<file path="src/rtl/wvb_rd_sched.sv">
// Waveform-buffer read scheduler: grants a channel, pops its header, streams its words, signals completion.
// Define WVB_RD_SCHED_FIXED_PRIO_EN for fixed-priority grant (lowest non-empty channel); default is round-robin.
module wvb_rd_sched #(
  parameter int P_N_CHAN    = 4,
  parameter int P_ADR_WIDTH = 12,
  parameter int P_HDR_WAIT  = 3,
  parameter int P_RD_LAT    = 2
) (
  input  logic                            clk,
  input  logic                            rst,
  input  logic                            en,
  input  logic [P_N_CHAN-1:0]             hdr_empty,
  input  logic [P_N_CHAN*P_ADR_WIDTH-1:0] hdr_start_addr,
  input  logic [P_N_CHAN*P_ADR_WIDTH-1:0] hdr_stop_addr,
  input  logic                            out_ready,
  output logic [P_N_CHAN-1:0]             hdr_rdreq,
  output logic [P_N_CHAN-1:0]             wvb_rdreq,
  output logic [P_N_CHAN-1:0]             wvb_rddone,
  output logic                            out_valid,
  output logic                            out_sop,
  output logic                            out_eop,
  output logic [2:0]                      out_chan,
  output logic                            busy
);

  localparam int LP_CNT_W  = P_ADR_WIDTH + 1;
  localparam int LP_WAIT_W = (P_HDR_WAIT > 2) ? $clog2(P_HDR_WAIT) : 1;

  typedef enum logic [2:0] {IDLE, HDR_POP, HDR_WAIT, STREAM, DONE} state_t;

  typedef struct packed {
    logic       vld;
    logic       sop;
    logic       eop;
    logic [2:0] chan;
  } rd_tag_t;

  state_t                 state_q, state_d;
  logic [2:0]             sel_q;
  logic [LP_CNT_W-1:0]    count_q;
  logic [LP_WAIT_W-1:0]   wait_cnt;
  logic                   first_q;
  logic                   gnt_vld;
  logic [2:0]             gnt_idx;
  logic [P_ADR_WIDTH-1:0] gnt_start, gnt_stop, gnt_words;
  logic [LP_CNT_W-1:0]    gnt_count;
  logic [P_N_CHAN-1:0]    sel_oh;
  logic                   issue, last_word, do_grant;
  rd_tag_t                tag_in, tag_out;

`ifdef WVB_RD_SCHED_FIXED_PRIO_EN
  // NOTE: every always_comb output gets a default first so no path leaves it unassigned (no latch).
  always_comb begin
    gnt_vld = 1'b0;
    gnt_idx = '0;
    for (int i = P_N_CHAN - 1; i >= 0; i--) begin
      if (!hdr_empty[i]) begin
        gnt_vld = 1'b1;
        gnt_idx = 3'(i);
      end
    end
  end
`else
  logic [2:0] rr_last;
  int         rr_cand;

  // Walk the search order backwards so the first candidate after rr_last is the one left standing.
  always_comb begin
    gnt_vld = 1'b0;
    gnt_idx = '0;
    rr_cand = 0;
    for (int i = P_N_CHAN - 1; i >= 0; i--) begin
      rr_cand = int'(rr_last) + 1 + i;
      if (rr_cand >= P_N_CHAN) rr_cand = rr_cand - P_N_CHAN;
      if (!hdr_empty[rr_cand]) begin
        gnt_vld = 1'b1;
        gnt_idx = 3'(rr_cand);
      end
    end
  end

  always_ff @(posedge clk) begin
    if (rst)           rr_last <= 3'(P_N_CHAN - 1);
    else if (do_grant) rr_last <= gnt_idx;
  end
`endif

  assign do_grant  = (state_q == IDLE) && en && gnt_vld;
  assign gnt_start = hdr_start_addr[gnt_idx*P_ADR_WIDTH +: P_ADR_WIDTH];
  assign gnt_stop  = hdr_stop_addr[gnt_idx*P_ADR_WIDTH +: P_ADR_WIDTH];
  assign gnt_words = gnt_stop - gnt_start + P_ADR_WIDTH'(1);
  // A zero modular length is a full-buffer wrap, so the extra count bit holds 2^P_ADR_WIDTH.
  assign gnt_count = (gnt_words == '0) ? {1'b1, {P_ADR_WIDTH{1'b0}}} : {1'b0, gnt_words};

  assign issue     = (state_q == STREAM) && out_ready;
  assign last_word = (count_q == LP_CNT_W'(1));

  always_comb begin
    state_d = state_q;
    unique case (state_q)
      IDLE:     if (do_grant) state_d = HDR_POP;
      HDR_POP:  state_d = (P_HDR_WAIT == 0) ? STREAM : HDR_WAIT;
      HDR_WAIT: if (wait_cnt == '0) state_d = STREAM;
      STREAM:   if (issue && last_word) state_d = DONE;
      DONE:     state_d = IDLE;
      default:  state_d = IDLE;
    endcase
  end

  // NOTE: sequential state uses non-blocking assignments so every register samples pre-edge values.
  always_ff @(posedge clk) begin
    if (rst) begin
      state_q  <= IDLE;
      sel_q    <= '0;
      count_q  <= '0;
      wait_cnt <= '0;
      first_q  <= 1'b0;
    end else begin
      state_q <= state_d;
      unique case (state_q)
        IDLE: if (do_grant) begin
          sel_q   <= gnt_idx;
          count_q <= gnt_count;
        end
        HDR_POP: begin
          wait_cnt <= LP_WAIT_W'(P_HDR_WAIT - 1);
          first_q  <= 1'b1;
        end
        HDR_WAIT: wait_cnt <= wait_cnt - LP_WAIT_W'(1);
        STREAM: if (issue) begin
          count_q <= count_q - LP_CNT_W'(1);
          first_q <= 1'b0;
        end
        default: ;
      endcase
    end
  end

  assign sel_oh = P_N_CHAN'(1) << sel_q;

  always_comb begin
    hdr_rdreq  = '0;
    wvb_rdreq  = '0;
    wvb_rddone = '0;
    if (state_q == HDR_POP) hdr_rdreq  = sel_oh;
    if (issue)              wvb_rdreq  = sel_oh;
    if (state_q == DONE)    wvb_rddone = sel_oh;
  end

  assign busy   = (state_q != IDLE);
  assign tag_in = '{vld: issue, sop: issue & first_q, eop: issue & last_word, chan: sel_q};

  generate
    if (P_RD_LAT == 0) begin : g_no_lat
      assign tag_out = tag_in;
    end else begin : g_lat
      rd_tag_t pipe [P_RD_LAT];
      // NOTE: this small delay line is reset stage by stage because stale valids must not escape after rst.
      always_ff @(posedge clk) begin
        if (rst) begin
          for (int i = 0; i < P_RD_LAT; i++) pipe[i] <= '0;
        end else begin
          pipe[0] <= tag_in;
          for (int i = 1; i < P_RD_LAT; i++) pipe[i] <= pipe[i-1];
        end
      end
      assign tag_out = pipe[P_RD_LAT-1];
    end
  endgenerate

  assign out_valid = tag_out.vld;
  assign out_sop   = tag_out.sop;
  assign out_eop   = tag_out.eop;
  assign out_chan  = tag_out.chan;

endmodule

</file>
<file path="config.mk">
export PLATFORM = sky130hd
export DESIGN_NAME = wvb_rd_sched
export DESIGN_NICKNAME = d
export VERILOG_FILES = /design/src/rtl/wvb_rd_sched.sv
export SDC_FILE = /design/constraint.sdc
export NUM_CORES = 1
export LEC_CHECK = 0
export CELL_PAD_IN_SITES_DETAIL_PLACEMENT = 1
export CELL_PAD_IN_SITES_GLOBAL_PLACEMENT = 2
export CORE_MARGIN = 2
export CORE_UTILIZATION = 34
export CTS_BUF_LIST = sky130_fd_sc_hd__clkbuf_4
export CTS_CLUSTER_DIAMETER = 200
export DETAILED_ROUTE_END_ITERATION = 16
export DONT_BUFFER_PORTS = 1
export PLACE_DENSITY_LB_ADDON = 0.1
export SLEW_MARGIN = 5
export SYNTH_ARGS = -nofsm -noshare
export SYNTH_HDL_FRONTEND = slang
export SYNTH_SLANG_ARGS = --single-unit
</file>
<file path="constraint.sdc">
create_clock -name clk -period 5.08 [get_ports clk]
set_clock_uncertainty 0.2 [all_clocks]
set_input_delay 0.508 -clock clk [delete_from_list [all_inputs] [get_ports clk]]
set_output_delay 0.508 -clock clk [all_outputs]
set_load 0.02 [all_outputs]
</file>
==> impl_metrics.json <==
{
  "required_ns": 5.18,
  "violations": "setup timing",
  "synth_ff_type": "dfxtp_1",
  "end_kind": "flip-flop",
  "port-buffer-count": 0,
  "finalPower_mw": 3.77,
  "finalWirelength_um": 11400,
  "syn_to_final_growth_pct": 21.2,
  "core.rowCount": 38,
  "clkSinkCount": 37,
  "synth.area.top_cells": "dfxtp_1 (20%), mux4_2 (14%), ha_1 (10%)",
  "drt_iter0_drc": 112,
  "synth_top_cell_area_share_pct": 19.5,
  "die_w_um": 110,
  "layout_commonest_cell": "buf_4",
  "route.detailed.drc": 0,
  "ys_ff_latch": 37,
  "p_comb_share_pct": 82.4,
  "p_per_area_nw_per_um2": 821,
  "post-place-ws_ns": -0.211,
  "overflow": 0,
  "synthCells": 443,
  "setup_tns_ns": -0.146,
  "multi_input_area_sq_um": 2940,
  "worst_slew_pin_slew_ns": 0.821,
  "crit_path_top_delay_cell": "or4_4",
  "synthesis.area_sq_um": 3790,
  "crit_family": "simple AND/OR/NAND/NOR gates",
  "p_int_mw": 2.19,
  "critPathArrivalTime_ns": 5.33,
  "p_leak_nw": 1.80,
  "layout_min_cycle_time_ns": 5.23,
  "htreeDepth": 2,
  "grt_max_degree": 27,
  "numCtsBuffers": 5,
  "ys_warn_count": 0,
  "synth_cell_types": 68,
  "layout_common_cells": "buf_4 (54), nor2_1 (42), dfxtp_1 (35)",
  "syn_nets": 579,
  "cp_max_fo": 5,
  "slowest_delay_ns": 0.50,
  "syn_avg_cell_area_sq_um": 8.56,
  "rsz0062_at_grt": "true",
  "final_antenna_net_count": 0,
  "placed_cells": 605,
  "fillers": 1276,
  "gp_congestion": 0.828,
  "finalHoldViolCount": 0,
  "seqPwrFrac_pct": 10.4,
  "layout-drive-gt1-share_pct": 26.3,
  "cp-start-kind": "flip-flop",
  "path_class": "flip-flop to flip-flop",
  "die_area_sq_um": 12000,
  "wire_per_inst_um": 18.3,
  "drv_slew": 0,
  "ff_latch_area_sq_um": 743,
  "clock_latency_ns": 0.35,
  "clockBufferDepth": 2,
  "irDropWorstVdd_uv": 317,
  "maxSlewHeadroom_pct": 44.8,
  "clock_power_share_pct": 7.2,
  "netSwitchingFraction_pct": 42.0,
  "final_cell_count_no_fill": 623,
  "setup_slack_ns": -0.146,
  "cts_tree": "yes",
  "fp.coreArea_sq_um": 10800,
  "maxCapViolations": 0,
  "synth_edf_count": 0,
  "drtPass1Iterations": 4,
  "start_util_pct": 35.0,
  "cts_root_buf": "clkbuf_4",
  "crit_chain": "inv_2 > ha_4 > mux2i_1 > or4_4 > a311oi_4 > nor2_4 > buf_4 > mux4_2 > nand2_2 > ha_1 > inv_1 > ha_1 > inv_1 > fa_2 > nor2b_2 > o21a_1 > o21a_1 > o211ai_1 > nand4bb_1 > or4_1 > or3_1 > nand3_1",
  "switchingPower_mw": 1.59,
  "critPathBufInv": 4,
  "antenna_found_initial": 1,
  "hold_path_class": "primary input to flip-flop",
  "setup_viol": 1,
  "grtUsageTotal_pct": 19.1,
  "fmax_mhz": 191,
  "ys_seq_area_share_pct": 19.5,
  "yosysTopAreaCell": "dfxtp_1",
  "async_flop_share_pct": 0,
  "nets": 617,
  "hpwl_um": 9000,
  "pin_count": 123,
  "clk_pin_slew_ns": 0.13,
  "grt_pass1_vias": 3622,
  "die_h_um": 110,
  "status": "finished with violations",
  "finalCritPeriodShare_pct": 103,
  "viasPerCell": 5.64,
  "via_count": 3514,
  "grt_pass1_wl_um": 18000
}
Yosys cell counts (9+ instances only):
library cell   n
nand3_1        9
ha_1          31
mux4_2        23
dfxtp_1       37
and2_1        14
o21ai_0       19
inv_1         18
nor2_1        42
nor3_1        19
clkbuf_1      18
nand2_1       34
a21oi_1       18
nor2b_1       13
area by class of cell:
cell class,count,share of cell area [%]
multi-input combinational,355,64.1
clock inverter,3,1.50
sequential,37,16.2
timing repair buffer,64,12.1
tap,140,3.81
inverter,18,1.47
antenna,1,0.0545
clock buffer,5,0.817
layer usage:
layer	track usage (%)	part of all wire (%)	wire length (um)	vias to the layer above
met5	0	0	0	-
met4	3.80	0.75	85	0
met3	1.96	4.0	458	4
met2	33.6	50	5650	104
met1	25.4	46	5180	1685
li1	-	-	-	1721
kinds of logic (layout without fill, tap and decap cells):
group           after synthesis  in the layout  synth area share, %
simple gates                184            184                 25.6
compound gates               92             92                 17.0
buf+inv                      51             90                 6.17
flops                        37             37                 19.5
mux                          35             35                 18.1
fa+ha+maj                    32             32                 10.8
xor+xnor                     12             12                 2.77
other cells                   0              1                    0
power by group through the flow:
stage	Sequential (mW)	Combinational [mW]	Clock [mW]
after floorplan	0.382	1.71	0
after global placement	0.398	2.79	0
after detailed placement	0.400	2.83	0
after CTS	0.393	3.07	0.276
after global routing	0.404	3.45	0.290
final	0.394	3.11	0.271
metrics by stage:
stage	utilization, %	hold WS (ns)	area [sq um]
floorplan	-	0.214	3830
global placement	39.7	0.219	4310
detailed placement	39.7	0.226	4310
CTS	41.7	0.000382	4520
global route	42.4	0.00228	4590
finish	42.4	0.0230	4590
flip-flops by register name, indices dropped and copies added (netlist names):
register	count
count_q	13
sel_q	3
first_q	1
state_q	3
g_lat.pipe	12
wait_cnt	2
rr_last	3
timing repair:
item / CTS / global route
setup buffers: 2 / 2
endpoints found under the hold margin: 19 / 6
endpoints found under the setup margin: 1 / 4
hold buffers: 3 / 2
gates resized for setup: 11 / 9
pin swaps: 7 / 7
final timing paths:
kind / from / end / slack, ns / cells after the start
worst max-delay path: rr_last[0] / count_q[12] / -0.15 / 22
worst min-delay path: rst / g_lat.pipe[0][5] / 0.02 / 1
worst max register to register: rr_last[0] / count_q[12] / -0.15 / 22
worst min register to register: g_lat.pipe[0][0] / g_lat.pipe[0][6] / 0.25 / 1
Power figures use the tool's default switching activity.
